## src/rtl/flag_pkg.sv

```systemverilog
// Shared constants and helpers for the condition-flag register and its save stack.
package flag_pkg;

   localparam int FLAG_Z            = 0;
   localparam int FLAG_V            = 1;
   localparam int FLAG_N            = 2;
   localparam int DEFAULT_NUM_FLAGS = 3;

   // Bits needed to hold values 0..n-1 (callers pass STACK_DEPTH+1).
   function automatic int clog2(input int n);
      int r;
      int v;
      r = 0;
      v = n - 1;
      while (v > 0) begin
         r++;
         v = v >> 1;
      end
      return r;
   endfunction

endpackage

```

## src/rtl/flag_stack.sv

```systemverilog
// LIFO save/restore storage for flag snapshots; push/pop arrive already qualified.
module flag_stack
   import flag_pkg::*;
#(
   parameter  int WIDTH       = DEFAULT_NUM_FLAGS,
   parameter  int STACK_DEPTH = 4,
   localparam int DW          = clog2(STACK_DEPTH + 1)
) (
   input  logic             clk,
   input  logic             rst,
   input  logic             push,
   input  logic             pop,
   input  logic [WIDTH-1:0] wr_data,
   output logic [WIDTH-1:0] rd_data,
   output logic [DW-1:0]    depth,
   output logic             full,
   output logic             empty
);

   logic [WIDTH-1:0] stack_q [STACK_DEPTH];
   logic [DW-1:0]    depth_q;
   logic [DW-1:0]    depth_d;

   always_comb begin
      depth_d = depth_q;
      if (push)
         depth_d = depth_q + DW'(1);
      else if (pop)
         depth_d = depth_q - DW'(1);
   end

   always_ff @(posedge clk or negedge rst) begin
      if (!rst)
         depth_q <= '0;
      else
         depth_q <= depth_d;
   end

   // NOTE: storage has no reset; entries at or above depth are never read.
   always_ff @(posedge clk) begin
      if (push) begin
         for (int i = 0; i < STACK_DEPTH; i++) begin
            if (DW'(i) == depth_q)
               stack_q[i] <= wr_data;
         end
      end
   end

   always_comb begin
      rd_data = '0;
      for (int i = 0; i < STACK_DEPTH; i++) begin
         if (DW'(i + 1) == depth_q)
            rd_data = stack_q[i];
      end
   end

   assign depth = depth_q;
   assign full  = (depth_q == DW'(STACK_DEPTH));
   assign empty = (depth_q == '0);

endmodule

```

## src/rtl/flag_file.sv

```systemverilog
// Condition-flag register with per-bit write enables, sticky bits, a save/restore
// stack and a sticky error for stack misuse.
module flag_file
   import flag_pkg::*;
#(
   parameter  int                   NUM_FLAGS   = DEFAULT_NUM_FLAGS,
   parameter  int                   STACK_DEPTH = 4,
   parameter  logic [NUM_FLAGS-1:0] STICKY_MASK = '0,
   localparam int                   DW          = clog2(STACK_DEPTH + 1)
) (
   input  logic                 clk,
   input  logic                 rst,
   input  logic [NUM_FLAGS-1:0] write,
   input  logic [NUM_FLAGS-1:0] in,
   input  logic                 push,
   input  logic                 pop,
   input  logic                 clr_sticky,
   input  logic                 clr_err,
   output logic [NUM_FLAGS-1:0] flag_out,
   output logic [DW-1:0]        depth,
   output logic                 full,
   output logic                 empty,
   output logic                 err
);

   logic [NUM_FLAGS-1:0] flag_q, flag_d;
   logic                 err_q, err_d;
   logic [NUM_FLAGS-1:0] stack_top;
   logic                 push_ok, pop_ok, err_event;

   assign push_ok   = push & ~pop & ~full;
   assign pop_ok    = pop & ~push & ~empty;
   assign err_event = (push & pop) | (push & ~pop & full) | (pop & ~push & empty);

   flag_stack #(
      .WIDTH       (NUM_FLAGS),
      .STACK_DEPTH (STACK_DEPTH)
   ) u_stack (
      .clk     (clk),
      .rst     (rst),
      .push    (push_ok),
      .pop     (pop_ok),
      .wr_data (flag_q),
      .rd_data (stack_top),
      .depth   (depth),
      .full    (full),
      .empty   (empty)
   );

   // NOTE: every always_comb output gets a default first so no latch is inferred.
   always_comb begin
      flag_d = flag_q;
      for (int i = 0; i < NUM_FLAGS; i++) begin
         if (STICKY_MASK[i])
            flag_d[i] = (clr_sticky ? 1'b0 : flag_q[i]) | (write[i] & in[i]);
         else if (write[i])
            flag_d[i] = in[i];
      end
      // A restore overrides whatever write/clear produced this cycle.
      if (pop_ok)
         flag_d = stack_top;

      err_d = err_event | (err_q & ~clr_err);
   end

   // NOTE: sequential state uses non-blocking assignments only.
   always_ff @(posedge clk or negedge rst) begin
      if (!rst) begin
         flag_q <= '0;
         err_q  <= 1'b0;
      end else begin
         flag_q <= flag_d;
         err_q  <= err_d;
      end
   end

   assign flag_out = flag_q;
   assign err      = err_q;

endmodule

```

## config.mk

```make
export PLATFORM = sky130hd
export DESIGN_NAME = flag_file
export DESIGN_NICKNAME = d
export VERILOG_FILES = /design/src/rtl/flag_pkg.sv /design/src/rtl/flag_stack.sv /design/src/rtl/flag_file.sv
export SDC_FILE = /design/constraint.sdc
export NUM_CORES = 1
export LEC_CHECK = 0
export ABC_AREA = 1
export CAP_MARGIN = 20
export CORE_MARGIN = 4
export CORE_UTILIZATION = 27
export DETAILED_ROUTE_END_ITERATION = 10
export SLEW_MARGIN = 20
export SYNTH_ARGS = -nofsm -noshare
export SYNTH_HDL_FRONTEND = slang
export SYNTH_SLANG_ARGS = --single-unit
export TNS_END_PERCENT = 20
```

## constraint.sdc

```tcl
create_clock -name clk -period 5.2 [get_ports clk]
set_clock_uncertainty 0.15 [all_clocks]
set_input_delay 1.04 -clock clk [delete_from_list [all_inputs] [get_ports clk]]
set_output_delay 1.04 -clock clk [all_outputs]
set_load 0.02 [all_outputs]
```

# Yosys cells after proc, flatten, opt, wreduce, memory -nomap -nowiden
# Memories as Yosys holds them, arrays and structs flattened.
# Index checks and enable logic that the tools add are counted.
# totals
regBits	7
latchBits	0
ramBits	12
romBits	0
inputBits	12
output_inout_bits	9
word_cells	68
memories	1
# classes
add_sub_neg	2
multipliers	0
div	0
magnitude_cmp	0
eq_ne	5
n_shift	0
n_mux	31
n_bitwise	16
n_reduce_logical	8
# mem_list
name	depth	width	rd	rd_ports_with_merged_regs	write_ports	line_no	source
u_stack.stack_q	4	3	4	0	1	flag_stack.sv:20	logic [WIDTH-1:0] stack_q [STACK_DEPTH];
# op_table
cell	n
3-bit two-way mux	10
1-bit two-way mux	18
3-bit OR reduction	3
1-bit bitwise AND	8
2-bit nonzero test	4
2-bit by 3-bit equality test with 1-bit output, first input constant	2
2-bit two-way mux	3
1-bit NOT	5
3-bit by 1-bit adder with 3-bit output, second input constant	1
1-bit by 3-bit equality test with 1-bit output, first input constant	1
3-bit equality test, first input constant	1
3-bit equality test, second input constant	1
3-bit logical NOT	1
1-bit OR	3
3-bit by 1-bit subtractor with 3-bit output, second input constant	1

# Depth between registers and ports, before layout
# logic_depth
depth_word	9
ltp_mapped	8
ltp_nobuf	8

# Hierarchy
# From an unflattened synthesis, not the netlist that was laid out.
# hier_totals
hier_cells	114
hier_area_um2	1022.2
# modules_own_cells
module	n_inst	cells_per_inst	area_each_um2	seq_area_each_um2
flag_stack	1	79	787.0	435.4
flag_file	1	35	235.2	100.1

# Worst setup path before layout
# Ideal clock, no wire load.
# synth_path
kind	register to output
start	reg u_stack.depth_q[0], in the netlist u_stack.depth[0]
end	out full
arrival_ns	1.143
required_ns	4.010
slack_ns	2.867
path_stages_with_launch	5
path_buffers	0
cell_sequence	dfrtp_1 -> inv_1 -> ha_1 -> nand2_2 -> inv_2
# synth_via
elab_chain_cells	1
# synth_lines
element	line_no	source
start, declared	flag_stack.sv:21	logic [DW-1:0] depth_q;
start signal, assigned	flag_stack.sv:36	depth_q <= depth_d;
3-bit equality test	flag_stack.sv:58	assign full = (depth_q == DW'(STACK_DEPTH));
end, declared	flag_file.sv:21	output logic full,
# Every way passes these cells.

# Final worst setup path
# Same ends and word-level chain as after synthesis.

==> out/qor.json <==
{
  "cts-root-buf": "clkbuf_8",
  "grt_start_max_net_pins": 12,
  "post_cts_resized": 0,
  "netlist_instances": 104,
  "grt.overflow.total": 0,
  "postRouteWirelength_mm": 2.07,
  "detail_route.first_pass.iterations": 4,
  "timing.slew.headroom": 0.728,
  "ctsHoldBuffers": 0,
  "worstPathArrival_ns": 1.99,
  "die_w_um": 68.9,
  "globalRouteTotalUtil": 0.105,
  "met3_length_um": 44,
  "finalNetCount": 146,
  "setup_slack_on_the_worst_flop_to_flop_path_ns": 3.24,
  "critical_path.reg2reg.startpoint": "u_stack.depth[0]",
  "avg_inst_size_synth_um2": 9.64,
  "power.density_cell_area_nw_per_um2": 505,
  "cts.htree.levels": 1,
  "num_io_pins": 21,
  "drtIter0Drc": 14,
  "hold_path_startpoint": "u_stack.stack_q[3][2]",
  "setup.worst_path.class": "reg2out",
  "status": "finished clean",
  "cp_max_fo": 8,
  "grt_pass1_wl_mm": 3.54,
  "synthesis.yosys.warnings": 0,
  "achievable_frequency_mhz": 315,
  "clk_path_buf_depth": 2,
  "timing.critical_path.from_type": "flip-flop",
  "count_of_buffers_inserted_at_the_top_level_ports": 19,
  "gp_routability_congestion": 0.751,
  "met1Wirelength_um": 962,
  "worstReg2RegEnd": "u_stack.stack_q[1][0]",
  "residual_drc": 0,
  "clk_latency_ns": 0.26,
  "synthesis.area_um2": 1000,
  "layout.filler_cells": 368,
  "power.leakage_nw": 0.578,
  "effective_utilization_at_floorplan": 0.289,
  "report.final.hold_viol_count": 0,
  "critical_path.endpoint_type": "primary output",
  "setup_total_negative_slack_ns": 0,
  "highest-signal-layer": "met4",
  "synth.lib_cells_used.distinct": 19,
  "final-setup-viol-count": 0,
  "timing.final.crit_period_ns": 3.18,
  "area_grow_syn2layout_pct": 29.3,
  "die_height_um": 68.9,
  "tritoncts_num_sinks": 19,
  "layout-drive-gt1-share": 0.118,
  "antenna_diodes": 0,
  "core.rowCount": 21,
  "critical_path_required_ns": 4.01,
  "antenna_found_initial": 0,
  "met2WireLength_um": 997,
  "timing.hold.worst.class": "reg2reg",
  "rr_worst_depth": 5,
  "setup_repair_after_global_routing_missed_its_margin": "no",
  "cts_buffers": 3,
  "antenna_viol_nets_final": 0,
  "avgViaCountPerCell": 4.32,
  "max_cap_violations": 0,
  "clk_transition_reported_paths_ns": 0.07,
  "hold_path_depth": 2,
  "finalNonFillerCells": 173,
  "timing_max_transition_violations_final": 0,
  "layout_worst_path_cycle_share": 0.611,
  "tightestPinTransition_ns": 0.405,
  "grt_pass1_vias": 749,
  "design.core.area_um2": 3470,
  "vias": 748,
  "post_drt_wl_per_cell_um": 11.9,
  "dpl.cell_count": 169,
  "worst_hold_path.endpoint": "flag_out[2]",
  "cts_post_setup_buffers_inserted": 0,
  "peakVddDrop_mv": 0.203,
  "clock_tree_from_tritoncts": "yes",
  "synth.yosys.seq_area_share": 0.534,
  "sum_of_net_half_perimeters_after_detailed_placement_mm": 1.60,
  "synth-seq-cells": 19,
  "post_synth_net_total": 122,
  "die_area_um2": 4750
}
[state kept, by name, summed over array words and instances, names as in the netlist]
name,count
err,1
u_stack.depth,3
u_stack.stack_q,12
flag_out,3
[synthesized netlist by cell type]
cell type	count	area (µm²)
o211ai_2	1	12.5
edfxtp_1	12	360
o21ai_0	5	25.0
nand3_1	6	30.0
nor3_1	1	5.00
nand2_1	17	63.8
a21oi_1	6	30.0
inv_1	16	60.1
ha_1	6	75.1
dfrtp_1	7	175
nand4_1	1	6.26
nor2_1	14	52.6
inv_2	3	11.3
nand2_4	3	33.8
nand2_2	2	12.5
o22ai_1	1	6.26
xor2_1	1	8.76
xor2_2	1	16.3
nand3_4	1	17.5
[where the power goes]
group	internal, mW	total (mW)	switching (mW)
Combinational	0.127	0.304	0.177
Sequential	0.205	0.247	0.0420
Clock	0.0533	0.104	0.0506
Total	0.385	0.655	0.270
[layer usage]
metal	vias up	GRT usage
met5	-	0
met3	4	0.0113
met4	0	0.0803
li1	380	-
met2	12	0.170
met1	352	0.127
[cell type report]
class                           count  area, µm²  area share
Inverter                           19       71.3      0.0550
Clock buffer                        3       41.3      0.0319
Sequential cell                    19        536       0.413
Timing Repair Buffer               19        190       0.147
Clock inverter                      1       5.00     0.00386
Multi-Input combinational cell     66        395       0.305
Tap cell                           46       57.6      0.0444
[placed cells by master (no fill, tap or decap), drive strengths merged]
cell type / Yosys / routed
a21oi: 6 / 6
clkbuf: 0 / 3
clkdlybuf4s50: 0 / 19
clkinv: 0 / 1
dfrtp: 7 / 7
edfxtp: 12 / 12
ha: 6 / 6
inv: 19 / 19
nand2: 22 / 22
nand3: 7 / 7
nand4: 1 / 1
nor2: 14 / 14
nor3: 1 / 1
o211ai: 1 / 1
o21ai: 5 / 5
o22ai: 1 / 1
xor2: 2 / 2
[worst max-delay path by stage]
stage	start	end	slack [ns]	cells after the start
3_3_place_gp	u_stack.depth[0]	full	2.31	5
6_report	u_stack.depth[0]	full	2.02	5
5_1_grt	u_stack.depth[0]	full	1.91	5
3_5_place_dp	u_stack.depth[0]	full	2.29	5
2_1_floorplan	u_stack.depth[0]	full	2.87	4
4_1_cts	u_stack.depth[0]	full	1.99	5
[worst max-delay path: stages (launching register included)]
cell and delay [ns]:
dfrtp_1 0.46, inv_1 0.14, ha_1 0.23, nand2_2 0.12, inv_2 0.15, clkdlybuf4s50_1 0.62
[logic make-up (layout without fill, tap and decap cells)]
family | after synthesis | count (layout) | synth area share
xor gates and xnor gates | 2 | 2 | 0.0250
buffers and inverters | 19 | 42 | 0.0712
and+or+nand+nor | 45 | 45 | 0.221
adders and majority gates | 6 | 6 | 0.0749
DFF | 19 | 19 | 0.534
AOI/OAI and AO/OA | 13 | 13 | 0.0737
[stage by stage]
stage	utilization	instance area, µm²	worst slack, ns	power, mW	hold slack, ns
global route	0.374	1300	1.91	0.703	0.442
global placement	0.360	1250	2.31	0.549	0.374
CTS	0.374	1300	1.99	0.664	0.396
detailed placement	0.360	1250	2.29	0.558	0.380
floorplan	-	1000	2.87	0.438	0.362
finish	0.374	1300	2.02	0.655	0.394
(Power assumes the default switching activity.)
